===== src/rtl/mc_pkg.sv =====
// Shared encodings for the multi-cycle MIPS control path: FSM states, opcodes
// and the select/op codes driven onto the datapath muxes.
package mc_pkg;

   typedef enum logic [3:0] {
      ST_FETCH  = 4'd0,
      ST_DECODE = 4'd1,
      ST_MEMADR = 4'd2,
      ST_MEMRD  = 4'd3,
      ST_MEMWB  = 4'd4,
      ST_MEMWR  = 4'd5,
      ST_EXEC   = 4'd6,
      ST_ALUWB  = 4'd7,
      ST_BRANCH = 4'd8,
      ST_JUMP   = 4'd9,
      ST_JAL    = 4'd10,
      ST_JR     = 4'd11,
      ST_LUI    = 4'd12,
      ST_IMMEX  = 4'd13,
      ST_IMMWB  = 4'd14,
      ST_FAULT  = 4'd15
   } state_t;

   localparam logic [5:0] OP_RTYPE = 6'h00;
   localparam logic [5:0] OP_J     = 6'h02;
   localparam logic [5:0] OP_JAL   = 6'h03;
   localparam logic [5:0] OP_BEQ   = 6'h04;
   localparam logic [5:0] OP_BNE   = 6'h05;
   localparam logic [5:0] OP_ADDI  = 6'h08;
   localparam logic [5:0] OP_SLTI  = 6'h0A;
   localparam logic [5:0] OP_ANDI  = 6'h0C;
   localparam logic [5:0] OP_ORI   = 6'h0D;
   localparam logic [5:0] OP_LUI   = 6'h0F;
   localparam logic [5:0] OP_LW    = 6'h23;
   localparam logic [5:0] OP_SW    = 6'h2B;
   localparam logic [5:0] FN_JR    = 6'h08;

   localparam logic [1:0] PC_INC    = 2'd0;
   localparam logic [1:0] PC_BRANCH = 2'd1;
   localparam logic [1:0] PC_JUMP   = 2'd2;
   localparam logic [1:0] PC_RS     = 2'd3;

   localparam logic [1:0] DST_RT = 2'd0;
   localparam logic [1:0] DST_RD = 2'd1;
   localparam logic [1:0] DST_RA = 2'd2;

   localparam logic [1:0] WB_ALU = 2'd0;
   localparam logic [1:0] WB_MDR = 2'd1;
   localparam logic [1:0] WB_PC  = 2'd2;
   localparam logic [1:0] WB_LUI = 2'd3;

   localparam logic [1:0] SRCB_RT     = 2'd0;
   localparam logic [1:0] SRCB_FOUR   = 2'd1;
   localparam logic [1:0] SRCB_IMM    = 2'd2;
   localparam logic [1:0] SRCB_IMM_SH = 2'd3;

   localparam logic [2:0] ALU_ADD   = 3'd0;
   localparam logic [2:0] ALU_SUB   = 3'd1;
   localparam logic [2:0] ALU_FUNCT = 3'd2;
   localparam logic [2:0] ALU_AND   = 3'd3;
   localparam logic [2:0] ALU_OR    = 3'd4;
   localparam logic [2:0] ALU_SLT   = 3'd5;

   function automatic logic [2:0] imm_alu_op(input logic [5:0] op);
      case (op)
         OP_ANDI: imm_alu_op = ALU_AND;
         OP_ORI:  imm_alu_op = ALU_OR;
         OP_SLTI: imm_alu_op = ALU_SLT;
         default: imm_alu_op = ALU_ADD;
      endcase
   endfunction

endpackage


===== src/rtl/mc_opcode_decode.sv =====
// Dispatch table: selects the state that follows DECODE for an opcode/funct
// pair and flags encodings the control path does not implement.
module mc_opcode_decode
   import mc_pkg::*;
(
   input  logic [5:0] opcode,
   input  logic [5:0] funct,
   output state_t     next_state,
   output logic       illegal
);

   always_comb begin
      next_state = ST_FAULT;
      illegal    = 1'b0;
      case (opcode)
         OP_LW, OP_SW:                    next_state = ST_MEMADR;
         OP_RTYPE:                        next_state = (funct == FN_JR) ? ST_JR : ST_EXEC;
         OP_BEQ, OP_BNE:                  next_state = ST_BRANCH;
         OP_J:                            next_state = ST_JUMP;
         OP_JAL:                          next_state = ST_JAL;
         OP_LUI:                          next_state = ST_LUI;
         OP_ADDI, OP_ANDI, OP_ORI, OP_SLTI: next_state = ST_IMMEX;
         default:                         illegal = 1'b1;
      endcase
   end

endmodule


===== src/rtl/multicycle_control.sv =====
// Multi-cycle MIPS control FSM over a shared ready/valid memory port, with
// a memory-wait timeout fault and a retired-instruction counter.
module multicycle_control
   import mc_pkg::*;
#(
   parameter int MEM_TIMEOUT = 16,
   parameter int CNT_W       = 32
) (
   input  logic             clk,
   input  logic             rst,
   input  logic [5:0]       opcode,
   input  logic [5:0]       funct,
   input  logic             alu_zero,
   input  logic             mem_ready,
   output logic             mem_req,
   output logic             mem_we,
   output logic             iord,
   output logic             ir_write,
   output logic             pc_write,
   output logic [1:0]       pc_src,
   output logic             reg_write,
   output logic [1:0]       reg_dst,
   output logic [1:0]       mem_to_reg,
   output logic             alu_src_a,
   output logic [1:0]       alu_src_b,
   output logic [2:0]       alu_op,
   output logic             fault,
   output logic [3:0]       state,
   output logic [CNT_W-1:0] instret
);

   localparam int TW = $clog2(MEM_TIMEOUT);
   localparam logic [TW-1:0] TMO_LAST = TW'(MEM_TIMEOUT - 1);

   state_t        cur;
   state_t        nxt;
   state_t        dec_next;
   logic          dec_illegal;
   logic [TW-1:0] tmo_cnt;
   logic          waiting;
   logic          tmo_hit;
   logic          retire;

   mc_opcode_decode u_decode (
      .opcode     (opcode),
      .funct      (funct),
      .next_state (dec_next),
      .illegal    (dec_illegal)
   );

   assign waiting = (cur == ST_FETCH) || (cur == ST_MEMRD) || (cur == ST_MEMWR);
   // mem_ready in the final allowed cycle still completes normally.
   assign tmo_hit = waiting && !mem_ready && (tmo_cnt == TMO_LAST);

   always_comb begin
      nxt    = cur;
      retire = 1'b0;
      case (cur)
         ST_FETCH:  if (mem_ready) nxt = ST_DECODE; else if (tmo_hit) nxt = ST_FAULT;
         ST_DECODE: nxt = dec_illegal ? ST_FAULT : dec_next;
         ST_MEMADR: nxt = (opcode == OP_SW) ? ST_MEMWR : ST_MEMRD;
         ST_MEMRD:  if (mem_ready) nxt = ST_MEMWB; else if (tmo_hit) nxt = ST_FAULT;
         ST_MEMWR: begin
            if (mem_ready) begin
               nxt    = ST_FETCH;
               retire = 1'b1;
            end else if (tmo_hit) begin
               nxt = ST_FAULT;
            end
         end
         ST_EXEC:   nxt = ST_ALUWB;
         ST_IMMEX:  nxt = ST_IMMWB;
         ST_FAULT:  nxt = ST_FAULT;
         default: begin
            nxt    = ST_FETCH;
            retire = 1'b1;
         end
      endcase
   end

   always_ff @(posedge clk or negedge rst) begin
      if (!rst) begin
         cur     <= ST_FETCH;
         tmo_cnt <= '0;
         instret <= '0;
      end else begin
         cur <= nxt;
         if (waiting && !mem_ready && (nxt == cur))
            tmo_cnt <= tmo_cnt + TW'(1);
         else
            tmo_cnt <= '0;
         if (retire)
            instret <= instret + CNT_W'(1);
      end
   end

   assign state = cur;

   always_comb begin
      mem_req    = 1'b0;
      mem_we     = 1'b0;
      iord       = 1'b0;
      ir_write   = 1'b0;
      pc_write   = 1'b0;
      pc_src     = PC_INC;
      reg_write  = 1'b0;
      reg_dst    = DST_RT;
      mem_to_reg = WB_ALU;
      alu_src_a  = 1'b0;
      alu_src_b  = SRCB_RT;
      alu_op     = ALU_ADD;
      fault      = 1'b0;
      if (rst) begin
         case (cur)
            ST_FETCH: begin
               mem_req   = 1'b1;
               alu_src_b = SRCB_FOUR;
               ir_write  = mem_ready;
               pc_write  = mem_ready;
            end
            ST_DECODE: alu_src_b = SRCB_IMM_SH;
            ST_MEMADR: begin
               alu_src_a = 1'b1;
               alu_src_b = SRCB_IMM;
            end
            ST_MEMRD: begin
               mem_req = 1'b1;
               iord    = 1'b1;
            end
            ST_MEMWB: begin
               reg_write  = 1'b1;
               mem_to_reg = WB_MDR;
            end
            ST_MEMWR: begin
               mem_req = 1'b1;
               mem_we  = 1'b1;
               iord    = 1'b1;
            end
            ST_EXEC: begin
               alu_src_a = 1'b1;
               alu_op    = ALU_FUNCT;
            end
            ST_ALUWB: begin
               reg_write = 1'b1;
               reg_dst   = DST_RD;
            end
            ST_BRANCH: begin
               alu_src_a = 1'b1;
               alu_op    = ALU_SUB;
               pc_src    = PC_BRANCH;
               pc_write  = (opcode == OP_BEQ) ? alu_zero : !alu_zero;
            end
            ST_JUMP: begin
               pc_write = 1'b1;
               pc_src   = PC_JUMP;
            end
            ST_JAL: begin
               reg_write  = 1'b1;
               reg_dst    = DST_RA;
               mem_to_reg = WB_PC;
               pc_write   = 1'b1;
               pc_src     = PC_JUMP;
            end
            ST_JR: begin
               pc_write = 1'b1;
               pc_src   = PC_RS;
            end
            ST_LUI: begin
               reg_write  = 1'b1;
               mem_to_reg = WB_LUI;
            end
            ST_IMMEX: begin
               alu_src_a = 1'b1;
               alu_src_b = SRCB_IMM;
               alu_op    = imm_alu_op(opcode);
            end
            ST_IMMWB:  reg_write = 1'b1;
            ST_FAULT:  fault = 1'b1;
            default: ;
         endcase
      end
   end

endmodule

===== config.mk =====
export PLATFORM = sky130hd
export DESIGN_NAME = multicycle_control
export DESIGN_NICKNAME = d
export VERILOG_FILES = /design/src/rtl/mc_pkg.sv /design/src/rtl/mc_opcode_decode.sv /design/src/rtl/multicycle_control.sv
export SDC_FILE = /design/constraint.sdc
export NUM_CORES = 1
export LEC_CHECK = 0
export CORE_AREA = 2 2 89 91
export CTS_CLUSTER_DIAMETER = 100
export DETAILED_ROUTE_END_ITERATION = 8
export DIE_AREA = 0 0 91 93
export HOLD_SLACK_MARGIN = 0.06
export MAX_ROUTING_LAYER = met4
export PLACE_DENSITY = 0.58
export SYNTH_ARGS = -nofsm -noshare
export SYNTH_HDL_FRONTEND = slang
export SYNTH_SLANG_ARGS = --single-unit

===== constraint.sdc =====
create_clock -name clk -period 2.4 [get_ports clk]
set_clock_uncertainty 0.15 [all_clocks]
set_input_delay 0.72 -clock clk [delete_from_list [all_inputs] [get_ports clk]]
set_output_delay 0.72 -clock clk [all_outputs]
set_load 0.02 [all_outputs]

# After elaboration in Yosys (flattened, before gate mapping)
# Cells that the tools add are included.
dict set report op_classes {
  add_sub_neg 2
  n_eq_ne 29
  muxes 40
  reduce_logical 21
}
# operator n
set ops {}
lappend ops {{4-bit equality test, second input constant} 9}
lappend ops {{6-bit by 4-bit equality test with 1-bit output, second input constant} 6}
lappend ops {{32-bit by 1-bit adder with 32-bit output, second input constant} 1}
lappend ops {{4-bit case mux with 8 select lines} 1}
lappend ops {{4-bit 2-to-1 mux} 7}
lappend ops {{4-bit case mux with 7 select lines} 1}
lappend ops {{2-bit case mux with 3 select lines} 3}
lappend ops {{3-bit case mux with 3 select lines} 2}
lappend ops {{1-bit 2-to-1 mux} 17}
lappend ops {{4-bit by 3-bit equality test with 1-bit output, second input constant} 4}
lappend ops {{6-bit by 2-bit equality test with 1-bit output, second input constant} 2}
lappend ops {{6-bit by 3-bit equality test with 1-bit output, second input constant} 2}
lappend ops {{6-bit equality test, second input constant} 2}
lappend ops {{12-bit OR reduction} 1}
lappend ops {{2-bit OR reduction} 5}
lappend ops {{4-bit by 2-bit equality test with 1-bit output, second input constant} 2}
lappend ops {{2-bit 2-to-1 mux} 4}
lappend ops {{4-bit OR reduction} 2}
lappend ops {{7-bit OR reduction} 1}
lappend ops {{6-bit logical NOT} 1}
lappend ops {{3-bit 2-to-1 mux} 2}
lappend ops {{3-bit OR reduction} 2}
lappend ops {{5-bit OR reduction} 1}
lappend ops {{4-bit by 1-bit adder with 4-bit output, second input constant} 1}
lappend ops {{9 further kinds} 13}
dict set report totals {
  ff_bits 40
  out_inout_bits 55
  word_cells 95
}

# Longest topological paths before layout
dict set report logic_depth {
  ltp_word 11
  depth_mapped 8
  mapped_depth_nobuf 6
}

# Modules after synthesis
# From an unflattened synthesis, not the netlist that was laid out.
dict set report hier_totals {
  hier_cells 275
  hier_area_um2 2483.6
}
# mod instances cells_per_inst area_per_inst_um2 seq_area_each_um2
set by_module_without_submodules {}
lappend by_module_without_submodules {multicycle_control 1 245 2290.9 1001.0}
lappend by_module_without_submodules {mc_opcode_decode 1 30 192.7 0.0}

# Worst setup path before layout
# Ideal clock, no wire load.
dict set report synth_path {
  path_kind {input-to-output}
  from {input port opcode[0]}
  to {output port pc_write}
  arrival_time_ns 2.102
  required_time_ns 1.530
  path_slack_ns -0.572
  path_stages 5
  path_buffers 1
  path_cell_list {clkbuf_1 > nor3_1 > nand3_1 > xnor2_1 > a311oi_1}
}
dict set report synth_between {
  elab_chain_cells 4
}
# item line_no
set synth_rtl {}
lappend synth_rtl {{from (decl)} multicycle_control.sv:11} ;# input logic [5:0] opcode,
lappend synth_rtl {{6-bit by 3-bit equality test with 1-bit output} multicycle_control.sv:151} ;# pc_write = (opcode == OP_BEQ) ? alu_zero : !alu_zero;
lappend synth_rtl {{1-bit 2-to-1 mux} multicycle_control.sv:151}
lappend synth_rtl {{1-bit case mux with 3 select lines} multicycle_control.sv:114} ;# case (cur)
lappend synth_rtl {{1-bit 2-to-1 mux} multicycle_control.sv:113} ;# if (rst) begin
lappend synth_rtl {{to (decl)} multicycle_control.sv:19} ;# output logic pc_write,
# No other way between the ends.

# Worst setup path after layout
dict set report layout_path {
  from {input port opcode[5]}
  to {output port pc_write}
}
# Same word-level chain as after synthesis.

==> impl_metrics.toml <==
[status]
status = "finished, violations left"
violations = "negative setup slack"

[worst_setup_path]
endpoint_kind = "output port"
reg2reg_slack_ns = 0.16
worst_ep_arrival_time_ns = 1.75
reg2reg_depth = 9
rr_startpoint = "state[1]"
r2r_end = "instret[21]"
start_kind = "input port"
crit_fanout = 4
crit_type = "in2out"
required_ns = 1.53

[route]
ant_nets = 0
via_per_inst = 4.82
drc_errors = 0
routed_wirelength_mm = 7.09
via_count = 2545
drtPass1Iterations = 5
drt_iter0_drc = 87
wl_per_cell_um = 13.4

[clocking]
htreeDepth = 2
cts.sinks = 40
numCtsBuffers = 5
cts-root-buf = "clkbuf_8"
insertion_delay_ns = 0.29
cts_max_path_buffers = 2
hold_buffers = 0
cts.clk_slew.worst_paths_ns = 0.08
cts_tree = "built"

[sta]
setup_ws_ns = -0.223
relSlewSlack_pct = 66.5
clock.fmax_mhz = 381
slew_violations = 0
setup_viol = 13
worst_pin_slew_ns = 0.503
finalHoldViolCount = 0
period_share_pct = 109
min_period_ns = 2.62
rsz0062_at_grt = "true"

[grt]
grt_pass1_wl_mm = 11.6
grtUsageTotal_pct = 16.9
overflow = 0
antenna_found_initial = 0
grt_max_degree = 41
grt_pass1_vias = 2511

[logic_synthesis]
synthCells = 285
synthSimpleGateAreaFrac_pct = 30.5
synth_top_area_share_pct = 40.1
synth_compound_area_share_pct = 11.3
yosys.area_share.adder_pct = 1.00
synthMuxAreaShare_pct = 0.852
synth_cell_types = 51
syn_avg_cell_area_um2 = 8.76
synth_xor_area_share_pct = 12.3
yosysSeqAreaShare_pct = 40.1
synth_area_um2 = 2500
yosysTopAreaCell = "dfrtp_1"
synth_top_family_by_area = "simple AND/OR/NAND/NOR gates"
synth_nets = 303
ys_ff_latch = 40
synth.yosys.warnings = 0
synth_edf_count = 0
synthFlopType = "dfrtp_1"
synth_common_cells = "dfrtp_1, nor2_1, nand2_1, xnor2_1, nand3_1"
async_reset_ff_share_pct = 100
yosys-top-cells-area = "dfrtp_1, xnor2_1, nor2_1"
yosysMostFrequentCell = "dfrtp_1"

[die]
dieArea_um2 = 8460
core_area_um2 = 7530
ioPinCount = 71
die_y_um = 93
start_util_pct = 33.2
row_count = 32
die_x_um = 91

[finish]
drive_above_1_share_pct = 38.7
nets = 444
fin_util_pct = 55.2
n_antenna_cell = 0
fill_cells = 719
area_growth_pct = 66.4
multi_input_area_um2 = 1610
seq_area_um2 = 1010
fin_area_um2 = 4150

[placement]
routabilityCongestion = 0.874
hpwl_mm = 5.33
placed_area_um2 = 3770
io_buffers = 70
dp_slack_ns = -1.09

[pwr]
leakage_uw = 0.00186
p_per_area_nw_per_um2 = 855
ir_worst_vdd_mv = 0.382

[worst_hold_path]
hold-path-cell-count = 1
hp-start = "instret[31]"
hp-class = "reg2reg"
whs_endpoint = "instret[31]"

[job]
cap_violations = 0
==> stage by stage <==
stage	cells	hold WS [ns]	power, uW	setup TNS [ns]
floorplan	285	0.274	1870	-0.234
global placement	502	0.313	2760	-24.86
detailed placement	502	0.315	2770	-24.80
CTS	521	0.326	3330	-0.707
global route	528	0.351	3770	-2.03
finish	528	0.320	3550	-1.04
==> layer usage <==
layer,up-vias,track usage [%],wire (um)
li1,1274,-,-
met3,6,3.30,245
met5,-,-,0
met2,52,27.2,3430
met1,1213,22.8,3380
met4,0,2.90,43
==> power by group <==
group / leakage, uW / internal, uW / total [uW] / switching (uW)
Clock: 0.0000410 / 198 / 422 / 225
Sequential: 0.000520 / 786 / 944 / 158
Combinational: 0.00130 / 1110 / 2180 / 1070
Total: 0.00186 / 2090 / 3550 / 1460
==> worst max path at each step <==
stage          startpoint  cells past startpoint  slack, ns        end
3_3_place_gp    opcode[4]                      6      -1.11   pc_write
4_1_cts         opcode[0]                      6      -0.26  alu_op[0]
3_5_place_dp    opcode[4]                      6      -1.09   pc_write
2_1_floorplan   opcode[0]                      5      -0.15   pc_write
5_1_grt         opcode[5]                      6      -0.28   pc_write
6_report        opcode[5]                      6      -0.22   pc_write
==> final cells by class <==
type / count / area share (%)
tap: 102 / 3.07
clock inverter: 1 / 0.120
timing repair buffer: 148 / 31.3
sequential: 40 / 24.2
clock buffer: 6 / 1.75
multi-input combinational: 223 / 38.8
inverter: 8 / 0.723
==> kinds of logic after synthesis <==
kind of cell,after synthesis
fa+ha+maj,2
simple gates,141
compound gates,43
flops,40
xor+xnor,35
buf+inv,22
mux,2
==> worst max-delay path, stage by stage <==
cell	delay, ns
buf_6	0.10
nor3_4	0.26
nand3_2	0.14
xnor2_2	0.16
a311oi_2	0.20
buf_4	0.18
==> sequential cells by signal (all words and copies together) (netlist names) <==
signal and count:
instret 32, state 4, tmo_cnt 4
==> repair_timing <==
action | CTS | global route
pin swaps | 16 | 15
resized for setup | 144 | 48
setup endpoints to repair | 54 | 32
buffers inserted | 13 | 8
==> placed cells by master, fill, tap and decap left out, types with 3 or more instances in the layout <==
| master | count |
|---|---|
| or3_1 | 3 |
| nand3_1 | 16 |
| a21oi_1 | 7 |
| and3_1 | 10 |
| a31oi_1 | 3 |
| a21oi_2 | 5 |
| nand3b_1 | 3 |
| dfrtp_1 | 36 |
| nor2_1 | 23 |
| and2_4 | 4 |
| nor3_1 | 4 |
| nand2_1 | 26 |
| nand4_1 | 10 |
| clkbuf_8 | 5 |
| xnor2_1 | 24 |
| o31ai_1 | 3 |
| and2b_1 | 3 |
| nor2_4 | 7 |
| buf_4 | 74 |
| o21ai_0 | 9 |
| xor2_1 | 10 |
| inv_1 | 6 |
| nor3_2 | 6 |
| buf_6 | 22 |
| clkdlybuf4s50_1 | 39 |
| dlymetal6s2s_1 | 3 |
| dfrtp_2 | 4 |
| buf_2 | 7 |
Power figures use the tool's default switching activity.
